--- config.mk ---
export PLATFORM = sky130hd
export DESIGN_NAME = int_ctrl
export DESIGN_NICKNAME = d
export VERILOG_FILES = /design/src/rtl/int_ctrl_pkg.sv /design/src/rtl/int_sync_edge.sv /design/src/rtl/int_ctrl.sv
export SDC_FILE = /design/constraint.sdc
export NUM_CORES = 1
export LEC_CHECK = 0
export BUFFER_PORTS_ARGS = -buffer_cell sky130_fd_sc_hd__buf_2
export CAP_MARGIN = 5
export CORE_MARGIN = 3
export CORE_UTILIZATION = 30
export DETAILED_ROUTE_END_ITERATION = 8
export SYNTH_ARGS = -nofsm -noshare
export SYNTH_HDL_FRONTEND = slang
export SYNTH_SLANG_ARGS = --single-unit
--- constraint.sdc ---
create_clock -name clk -period 1.4 [get_ports clk]
set_input_delay 0.07 -clock clk [delete_from_list [all_inputs] [get_ports clk]]
set_output_delay 0.07 -clock clk [all_outputs]
set_load 0.1 [all_outputs]
--- src/rtl/int_ctrl_pkg.sv ---
// -----------------------------------------------------------------------------
// int_ctrl_pkg
// Shared definitions for the interrupt controller and the fetch/decode stages
// that talk to it.
//   - int_state_e    : controller FSM state encoding
//   - RTI_OPCODE     : return-from-interrupt opcode, decoded by fetch to
//                      produce int_done
//   - HANDLER_VECTOR : address fetch jumps to when it accepts ipu_int
// -----------------------------------------------------------------------------
package int_ctrl_pkg;

    typedef enum logic [1:0] {
        IDLE    = 2'd0,
        REQ     = 2'd1,
        SERVICE = 2'd2
    } int_state_e;

    localparam logic [3:0]  RTI_OPCODE     = 4'b0011;
    localparam logic [15:0] HANDLER_VECTOR = 16'h0005;

endpackage

--- src/rtl/int_sync_edge.sv ---
// -----------------------------------------------------------------------------
// int_sync_edge
// Brings one asynchronous board signal into the clk domain and produces a
// single-cycle pulse on each of its rising edges.
// Ports:
//   clk    : system clock
//   rst    : asynchronous active-high reset
//   src_i  : raw asynchronous source
//   edge_o : one-cycle pulse, high when the synchronised level has just risen
// -----------------------------------------------------------------------------
module int_sync_edge #(
    parameter int SYNC_STAGES = 2
) (
    input  logic clk,
    input  logic rst,
    input  logic src_i,
    output logic edge_o
);

    logic [SYNC_STAGES-1:0] sync_q;
    logic                   delay_q;

    // Synchroniser chain followed by one extra delay flop; comparing the last
    // synchroniser stage against the delay flop gives the rising edge, so a
    // level held high yields exactly one pulse.
    always_ff @(posedge clk or posedge rst) begin
        if (rst) begin
            sync_q  <= '0;
            delay_q <= 1'b0;
        end else begin
            sync_q  <= {sync_q[SYNC_STAGES-2:0], src_i};
            delay_q <= sync_q[SYNC_STAGES-1];
        end
    end

    assign edge_o = sync_q[SYNC_STAGES-1] & ~delay_q;

endmodule

--- src/rtl/int_ctrl.sv ---
// -----------------------------------------------------------------------------
// int_ctrl
// Interrupt controller sitting directly upstream of fetch. Latches rising
// edges of NUM_SRC asynchronous sources as pending, picks the lowest-index
// unmasked pending source, requests fetch on ipu_int and waits for the
// handler's RTI (int_done) before issuing the next request.
// Ports:
//   clk        : system clock
//   rst        : asynchronous active-high reset
//   src_in     : raw asynchronous sources, rising-edge triggered
//   int_ack    : fetch accepted ipu_int (one-cycle pulse)
//   int_done   : RTI is in fetch
//   mask_we    : mask register write strobe from the memory stage
//   mask_wdata : new mask value, 1 = source enabled
//   ipu_int    : interrupt request to fetch
//   int_cause  : index of the source being serviced
//   int_active : high from request until RTI
//   pending    : pending-bit vector (debug / LEDs)
// -----------------------------------------------------------------------------
module int_ctrl
    import int_ctrl_pkg::*;
#(
    parameter int NUM_SRC     = 4,
    parameter int SYNC_STAGES = 2,
    parameter int CW          = 2
) (
    input  logic               clk,
    input  logic               rst,
    input  logic [NUM_SRC-1:0] src_in,
    input  logic               int_ack,
    input  logic               int_done,
    input  logic               mask_we,
    input  logic [NUM_SRC-1:0] mask_wdata,
    output logic               ipu_int,
    output logic [CW-1:0]      int_cause,
    output logic               int_active,
    output logic [NUM_SRC-1:0] pending
);

    int_state_e         state_q;
    logic               ipu_q;
    logic               active_q;
    logic [CW-1:0]      cause_q;
    logic [NUM_SRC-1:0] pending_q;
    logic [NUM_SRC-1:0] pending_d;
    logic [NUM_SRC-1:0] mask_q;
    logic [NUM_SRC-1:0] edge_w;
    logic [NUM_SRC-1:0] ready_w;
    logic [NUM_SRC-1:0] clr_w;
    logic [CW-1:0]      sel_w;
    logic               any_w;

    // One synchroniser/edge detector per source.
    for (genvar i = 0; i < NUM_SRC; i++) begin : g_src
        int_sync_edge #(
            .SYNC_STAGES(SYNC_STAGES)
        ) u_sync_edge (
            .clk   (clk),
            .rst   (rst),
            .src_i (src_in[i]),
            .edge_o(edge_w[i])
        );
    end

    assign ready_w = pending_q & mask_q;
    assign any_w   = |ready_w;

    // Priority encoder: scanning from the top down lets the lowest index
    // overwrite, so index 0 wins.
    always_comb begin
        sel_w = '0;
        for (int i = NUM_SRC - 1; i >= 0; i--) begin
            if (ready_w[i]) begin
                sel_w = CW'(i);
            end
        end
    end

    // The selected bit is cleared only on the IDLE->REQ step. New edges are
    // OR-ed in after the clear so a coincident edge keeps the bit set.
    always_comb begin
        clr_w = '0;
        if (state_q == IDLE && any_w) begin
            clr_w[sel_w] = 1'b1;
        end
        pending_d = (pending_q & ~clr_w) | edge_w;
    end

    // Pending and mask registers. Edges latch regardless of the mask, so a
    // masked source fires later once it is enabled.
    always_ff @(posedge clk or posedge rst) begin
        if (rst) begin
            pending_q <= '0;
            mask_q    <= '1;
        end else begin
            pending_q <= pending_d;
            if (mask_we) begin
                mask_q <= mask_wdata;
            end
        end
    end

    // Request/service FSM with registered outputs. REQ waits only for
    // int_ack and SERVICE waits only for int_done; stray pulses of the other
    // handshake signal are ignored in each state.
    always_ff @(posedge clk or posedge rst) begin
        if (rst) begin
            state_q  <= IDLE;
            ipu_q    <= 1'b0;
            active_q <= 1'b0;
            cause_q  <= '0;
        end else begin
            case (state_q)
                IDLE: begin
                    if (any_w) begin
                        state_q  <= REQ;
                        ipu_q    <= 1'b1;
                        active_q <= 1'b1;
                        cause_q  <= sel_w;
                    end
                end
                REQ: begin
                    if (int_ack) begin
                        state_q <= SERVICE;
                        ipu_q   <= 1'b0;
                    end
                end
                SERVICE: begin
                    if (int_done) begin
                        state_q  <= IDLE;
                        active_q <= 1'b0;
                    end
                end
                default: begin
                    state_q  <= IDLE;
                    ipu_q    <= 1'b0;
                    active_q <= 1'b0;
                end
            endcase
        end
    end

    assign ipu_int    = ipu_q;
    assign int_active = active_q;
    assign int_cause  = cause_q;
    assign pending    = pending_q;

endmodule
==> metrics.yaml, run 1 <==
status: "completed"
vias: 637
postCtsSetupBuffers: 0
synth_cells: 69
synth_seq_cells: 26
grt_max_degree: 27
p_per_area_nw_per_um2: 2325
yosysWarnings: 0
cts_buffers: 3
clk_path_buf_depth: 2
ys_async_sr_fraction_pct: 100.0
total_power_mw: 2.842
first_global_vias: 595
arrival_ps: 1180
maxCapViolCount: 0
gr-total-overflow: 0
pin_count: 21
ir_drop_mv: 1.128
detailedPlace.worstSlack_ps: 248.3
min_period_over_period_pct: 89.19
slowest_stage: "buf_2"
worst-endpoint-required_ps: 1330
design.core.area_um2: 2877
vias_per_cell: 4.424
critPathCaptureType: "output port"
ys_seq_area_share_pct: 69.87
clock_skew_ps: 5.594
grtUsageTotal_pct: 10.26
use_met1_pct: 13.32
synthFlopType: "dfrtp_1"
drive_gt1_share_pct: 38.24
grtUsageMet2_pct: 16.29
fin_tns_setup_ps: 0
clk_pin_slew_ps: 130
synth_cell_types: 23
yosysMostFrequentCell: "dfrtp_1"
cts_tree: "built"
antenna_found_initial: 0
final_max_slew_viol_count: 0
maxSlewHeadroom_pct: 67.76
busiest_layer: "met2"
wl_per_cell_um: 11.48
dr.pass1.iters: 4
crit_path_start_kind: "register"
layout_setup_ws_ps: 151.3
synth_area_um2: 938.4
timing.hold.ws_ps: 14.29
hpwl_um: 1183
synthesis.nets: 82
cts_sinks: 26
die_w_um: 61.93
start_util_pct: 32.62
yosysTopAreaCell: "dfrtp_1"
place.gp.congestion: 0.7934
groute.layer.met3.usage_pct: 3.719
path_class: "reg -> out"
critical_path.top_delay_family: "buffers and inverters"
final_util_pct: 42.50
rsz0062_at_grt: "no"
area_growth_pct: 30.27
nets: 116
die_area_um2: 3835
hold_class: "in -> reg"
cts-root-buf: "clkbuf_4"
ant_nets: 0
synth_top_area_share_pct: 58.67
r2r_setup_slack_ps: 250
portBuffers: 20
synthTopCellsByArea: "dfrtp_1, dfstp_2, mux2_2, a22o_1, nand2_1"
max_clock_freq_mhz: 800.9
p_leak_nw: 0.5486
cts_max_level: 1
worstMarginPinSlew_ps: 486.9
crit_fanout: 5
diodes: 0
setup_viol: 0
path_buf_inv: 1
ys_top_cells_by_count: "dfrtp_1, nand2_1"
drtIter0Drc: 16
critical_path.max_stage_delay_ps: 440
drc: 0
rows: 19
die_h_um: 61.93
synth_edf_count: 0
fin_crit_ps: 1249
avgSynthCellArea_um2: 13.60
crit_path_cell_trace: "buf_2"
hold_viol: 0
routed_wl_um: 1653
grt_pass1_wl_um: 2760
worstSkewPairLatency_ps: 310
==> sequential cells by signal, summed over array words and instances (netlist names) <==
| name | cells |
|---|---|
| int_cause | 2 |
| pending | 4 |
| state_q | 2 |
| g_src.u_sync_edge.delay_q | 4 |
| mask_q | 4 |
| g_src.u_sync_edge.sync_q | 8 |
| int_active | 1 |
| ipu_int | 1 |
==> layout by cell type, fill, tap and decap left out, types with 4 or more instances in the layout <==
cell            n
dfrtp_2         4
inv_1           4
dfrtp_1        18
buf_2          20
mux2_2          4
a21oi_1         4
dfstp_2         4
dlygate4sd3_1   9
nand2_1         6
a22o_1          4
==> repair_timing <==
action | CTS | global route
hold endpoints to repair | 30 | 0
resized for setup | 0 | 0
hold buffers | 9 | 0
setup endpoints to repair | 0 | 0
==> layer usage <==
| layer | up-vias | part of all wire (%) |
|---|---|---|
| li1 | 308 | - |
| met1 | 310 | 48 |
| met2 | 17 | 46 |
| met3 | 2 | 5.0 |
| met4 | 0 | 0.73 |
| met5 | - | 0 |
==> cell families (layout without fill, tap and decap cells) <==
| kind of cell | after synthesis | after routing | share of synthesized area (%) |
|---|---|---|---|
| flip-flops | 26 | 26 | 69.87 |
| AO/OA/AOI/OAI | 20 | 20 | 15.60 |
| AND/OR/NAND/NOR | 14 | 14 | 7.334 |
| buffers and inverters | 5 | 38 | 2.400 |
| multiplexers | 4 | 4 | 4.800 |
==> layout make-up <==
type	count	area [um^2]
sequential	26	660.6
multi-input combinational	38	260.3
tap	42	52.55
fill	284	1654
clock buffer	4	36.28
inverter	4	15.01
timing repair buffer	30	197.7
==> report_power, final <==
part	leakage, nW	switching, mW	total (mW)	internal, mW
sequential	0.290	0.197	1.13	0.938
clock	0.0210	0.204	0.363	0.159
combinational	0.238	1.04	1.34	0.307
total	0.549	1.44	2.84	1.40
==> path summary, 6_finish.rpt <==
kind | from | end | cells after the start
max | pending[2] | pending[2] | 1
min | int_ack | state_q[1] | 3
max reg2reg | pending[2] | int_active | 3
min reg2reg | g_src[2].u_sync_edge.sync_q[0] | g_src[2].u_sync_edge.sync_q[1] | 0
max in group asynchronous | rst | mask_q[1] | 4
min in group asynchronous | rst | pending[0] | 4
==> stage by stage <==
stage,cells,instance area (um^2)
after floorplan,69,943.4
after global placement,131,1096
after detailed placement,131,1096
after CTS,144,1222
after global routing,144,1222
final,144,1222
==> worst register-to-register path: cells and delay by family (launching register included) <==
| family | cells | cell delay [ps] |
|---|---|---|
| AO/OA/AOI/OAI | 3 | 600 |
| flip-flops | 1 | 460 |
(Power assumes the default switching activity.)
==> run 2: changes to the inputs <==
--- a/config.mk
+++ b/config.mk
@@ -12,4 +12,5 @@
 export DETAILED_ROUTE_END_ITERATION = 8
 export SYNTH_ARGS = -nofsm -noshare
 export SYNTH_HDL_FRONTEND = slang
+export SYNTH_HIERARCHICAL = 1
 export SYNTH_SLANG_ARGS = --single-unit
==> run 2 against run 1 <==
Compared with the run above: first-iteration DRC count rose by 38%; synthesized cell count grew 4.3%; design area grew 7.5%; wire length is 4.8% higher; sequential power hardly changed; highest routed layer unchanged; core utilization is 0.50 points lower; clock skew about the same; sequential share of layout area fell by 3.4 points; combinational power up 4%.
==> metrics.yaml, run 2 <==
ir_drop_mv: 0.5711  # -49%
synth_top_area_share_pct: 54.66  # -4.0 points
routed_wl_um: 1732  # +4.8%
yosysTopAreaCell: "dfrtp_1"
worst-endpoint-required_ps: 1620  # +290 ps
ys_top_cells_by_count: "dfrtp_1, inv_1"
r2r_setup_slack_ps: 120  # -130 ps
postCtsSetupBuffers: 0  # unchanged
synthesis.nets: 85  # +3.7%
power_frac_clock_pct: 12.8  # about the same
final_util_pct: 42.00  # -0.50 points
layout_commonest_cell: "buf_2"
area_growth_pct: 30.43
pin_count: 21  # unchanged
design.core.area_um2: 3128  # +8.7%
worstMarginPinSlew_ps: 515.3  # +28.40 ps
synthTopCellsByArea: "dfrtp_1, dfstp_2, nor2b_4, mux2_2, a21o_1"
drive_gt1_share_pct: 43.40  # +5.2 points
fin_crit_ps: 1282  # +33.67 ps
vias_per_cell: 4.227  # -4.5%
setup_viol: 0  # unchanged
ys_async_sr_fraction_pct: 100.0  # unchanged
seqPwrFrac_pct: 39.0  # -0.9 points
grtUsageTotal_pct: 9.186  # -1.1 points
p_leak_nw: 0.6040  # +10%
first_global_vias: 592  # -0.50%
r2r-start: "pending[3]"
regMostFlops: "g_src.u_sync_edge/sync_q"
hold_start: "mask_we"
arrival_ps: 1500  # +320 ps
cts_sinks: 26  # unchanged
maxSlewHeadroom_pct: 65.61  # -2.2 points
status: "completed"
final_max_slew_viol_count: 0  # unchanged
diodes: 0  # unchanged
drc: 0  # unchanged
ys_seq_area_share_pct: 65.09  # -4.8 points
avgSynthCellArea_um2: 13.99  # +2.9%
yosysMostFrequentCell: "dfrtp_1"
cts_tree: "built"
synth_area_um2: 1007  # +7.3%
cts_max_level: 1  # unchanged
hold_viol: 0  # unchanged
clock_skew_ps: 5.840  # +0.2469 ps
rsz0062_at_grt: "no"
nets: 120  # +3.4%
cts-root-buf: "clkbuf_4"
clk_path_buf_depth: 2  # unchanged
synth_edf_count: 0  # unchanged
p_int_mw: 1.450  # +3.3%
grt_max_degree: 15  # -44%
path_class: "reg -> reg"
fin_tns_setup_ps: 0  # unchanged
ant_nets: 0  # unchanged
portBuffers: 20  # unchanged
synth_cells: 72  # +4.3%
dr.pass1.iters: 3  # -1
die_area_um2: 4088  # +6.6%
place.gp.congestion: 0.7345  # -7.4%
rows: 20  # +1
swShare_pct: 49.84  # -0.77 points
die_h_um: 63.94  # +3.2%
crit_path_start_kind: "register"
worstSkewPairLatency_ps: 320  # about the same
min_period_over_period_pct: 91.60  # +2.4 points
timing.hold.ws_ps: 87.37  # +73.07 ps
drtIter0Drc: 22  # +6
hold_depth: 2  # -1
grt_pass1_wl_um: 2835  # +2.7%
critPathCaptureType: "register"
combPwrFrac_pct: 48.2  # +0.9 points
synth_cell_types: 26  # +13%
wl_per_cell_um: 11.55  # +0.59%
cts_buffers: 3  # unchanged
maxCapViolCount: 0  # unchanged
max_clock_freq_mhz: 779.8  # -2.6%
gr-total-overflow: 0  # unchanged
final_cell_mix: "buf_2, dfrtp_1, dlygate4sd3_1, inv_1"
die_w_um: 63.94  # +3.2%
crit_fanout: 4  # -1
antenna_found_initial: 0  # unchanged
largest_register_ffs: 8  # unchanged
fillerInstances: 284  # unchanged
p_per_area_nw_per_um2: 2200  # -5.4%
ctsResizeCount: 0  # unchanged
hpwl_um: 1232  # +4.1%
synthFlopType: "dfrtp_1"
yosysWarnings: 6  # +6
clk_pin_slew_ps: 130  # about the same
worstRegToRegCells: 3  # unchanged
switchingPower_mw: 1.441  # +0.16%
hold_class: "in -> reg"
synth_seq_cells: 26  # unchanged
holdPathEnd: "mask_q[1]"
reg2reg_to: "ipu_int"
start_util_pct: 32.20  # -0.42 points
vias: 634  # -0.47%
==> run 2: cell types whose count changed after synthesis, sizes merged, moves of 2 or more <==
| cell | change |
|---|---|
| a21o | +3 |
| nor2b | +3 |
| a22o | -2 |
| nand2 | -2 |
| o21ai | -2 |
==> run 2: cell type report <==
| type | instances | area (um^2) | share of cell area [%] |
|---|---|---|---|
| multi-input cells | 40 | 327.8 | 24.95 |
| clock buffers | 4 | 36.28 | 2.762 |
| inverters | 5 | 18.77 | 1.429 |
| repair buffers | 31 | 210.2 | 16.00 |
| flip-flops and latches | 26 | 665.6 | 50.67 |
| well taps | 44 | 55.05 | 4.190 |
==> run 2: power by group through the flow <==
stage | combinational, mW | clock (mW) | sequential [mW]
3_5_place_dp | 1.38 | 0 | 1.15
2_1_floorplan | 0.408 | 0 | 1.89
5_1_grt | 1.45 | 0.422 | 1.16
4_1_cts | 1.40 | 0.388 | 1.13
3_3_place_gp | 1.37 | 0 | 1.14
6_report | 1.39 | 0.369 | 1.13
==> run 2: cell families after synthesis <==
family	share of synthesized area, %
buffers and inverters	2.360
multiplexers	5.466
AO/OA/AOI/OAI	12.80
AND/OR/NAND/NOR	14.29
flip-flops	65.09
==> run 2: repair_timing <==
item / in CTS / in global routing
endpoints found under the setup margin: 0 / 0
hold buffers: 10 / 1
endpoints found under the hold margin: 31 / 1
==> run 2: worst max-delay path by stage <==
| stage | from | endpoint | cells after the start |
|---|---|---|---|
| 2_1_floorplan | pending[2] | ipu_int | 3 |
| 3_3_place_gp | pending[2] | ipu_int | 3 |
| 3_5_place_dp | pending[2] | ipu_int | 3 |
| 4_1_cts | pending[3] | pending[3] | 1 |
| 5_1_grt | pending[1] | pending[1] | 1 |
| 6_report | pending[3] | ipu_int | 3 |
==> run 2: worst max-delay path, cell delays in order, from the launching register on <==
cell and delay, ps:
dfrtp_4 510, a22o_1 220, nand2b_4 150, a221o_1 310
==> run 2: metrics by stage <==
stage / std cells / worst slack [ps] / cell area, um^2 / power [mW]
2_1_floorplan: 72 / -27.68 / 1017 / 2.298
5_1_grt: 150 / 64.53 / 1314 / 3.034
3_3_place_gp: 135 / 148.9 / 1167 / 2.511
4_1_cts: 149 / 109.8 / 1304 / 2.919
3_5_place_dp: 135 / 130.1 / 1167 / 2.524
6_report: 150 / 117.7 / 1314 / 2.890
==> run 2: per-layer routing <==
metal | vias up | part of all wire [%] | track usage (%)
met5 | - | 0 | 0
met4 | 0 | 0.35 | 2.426
met3 | 2 | 4.4 | 4.218
met2 | 16 | 48 | 13.29
met1 | 304 | 47 | 12.35
li1 | 312 | - | -
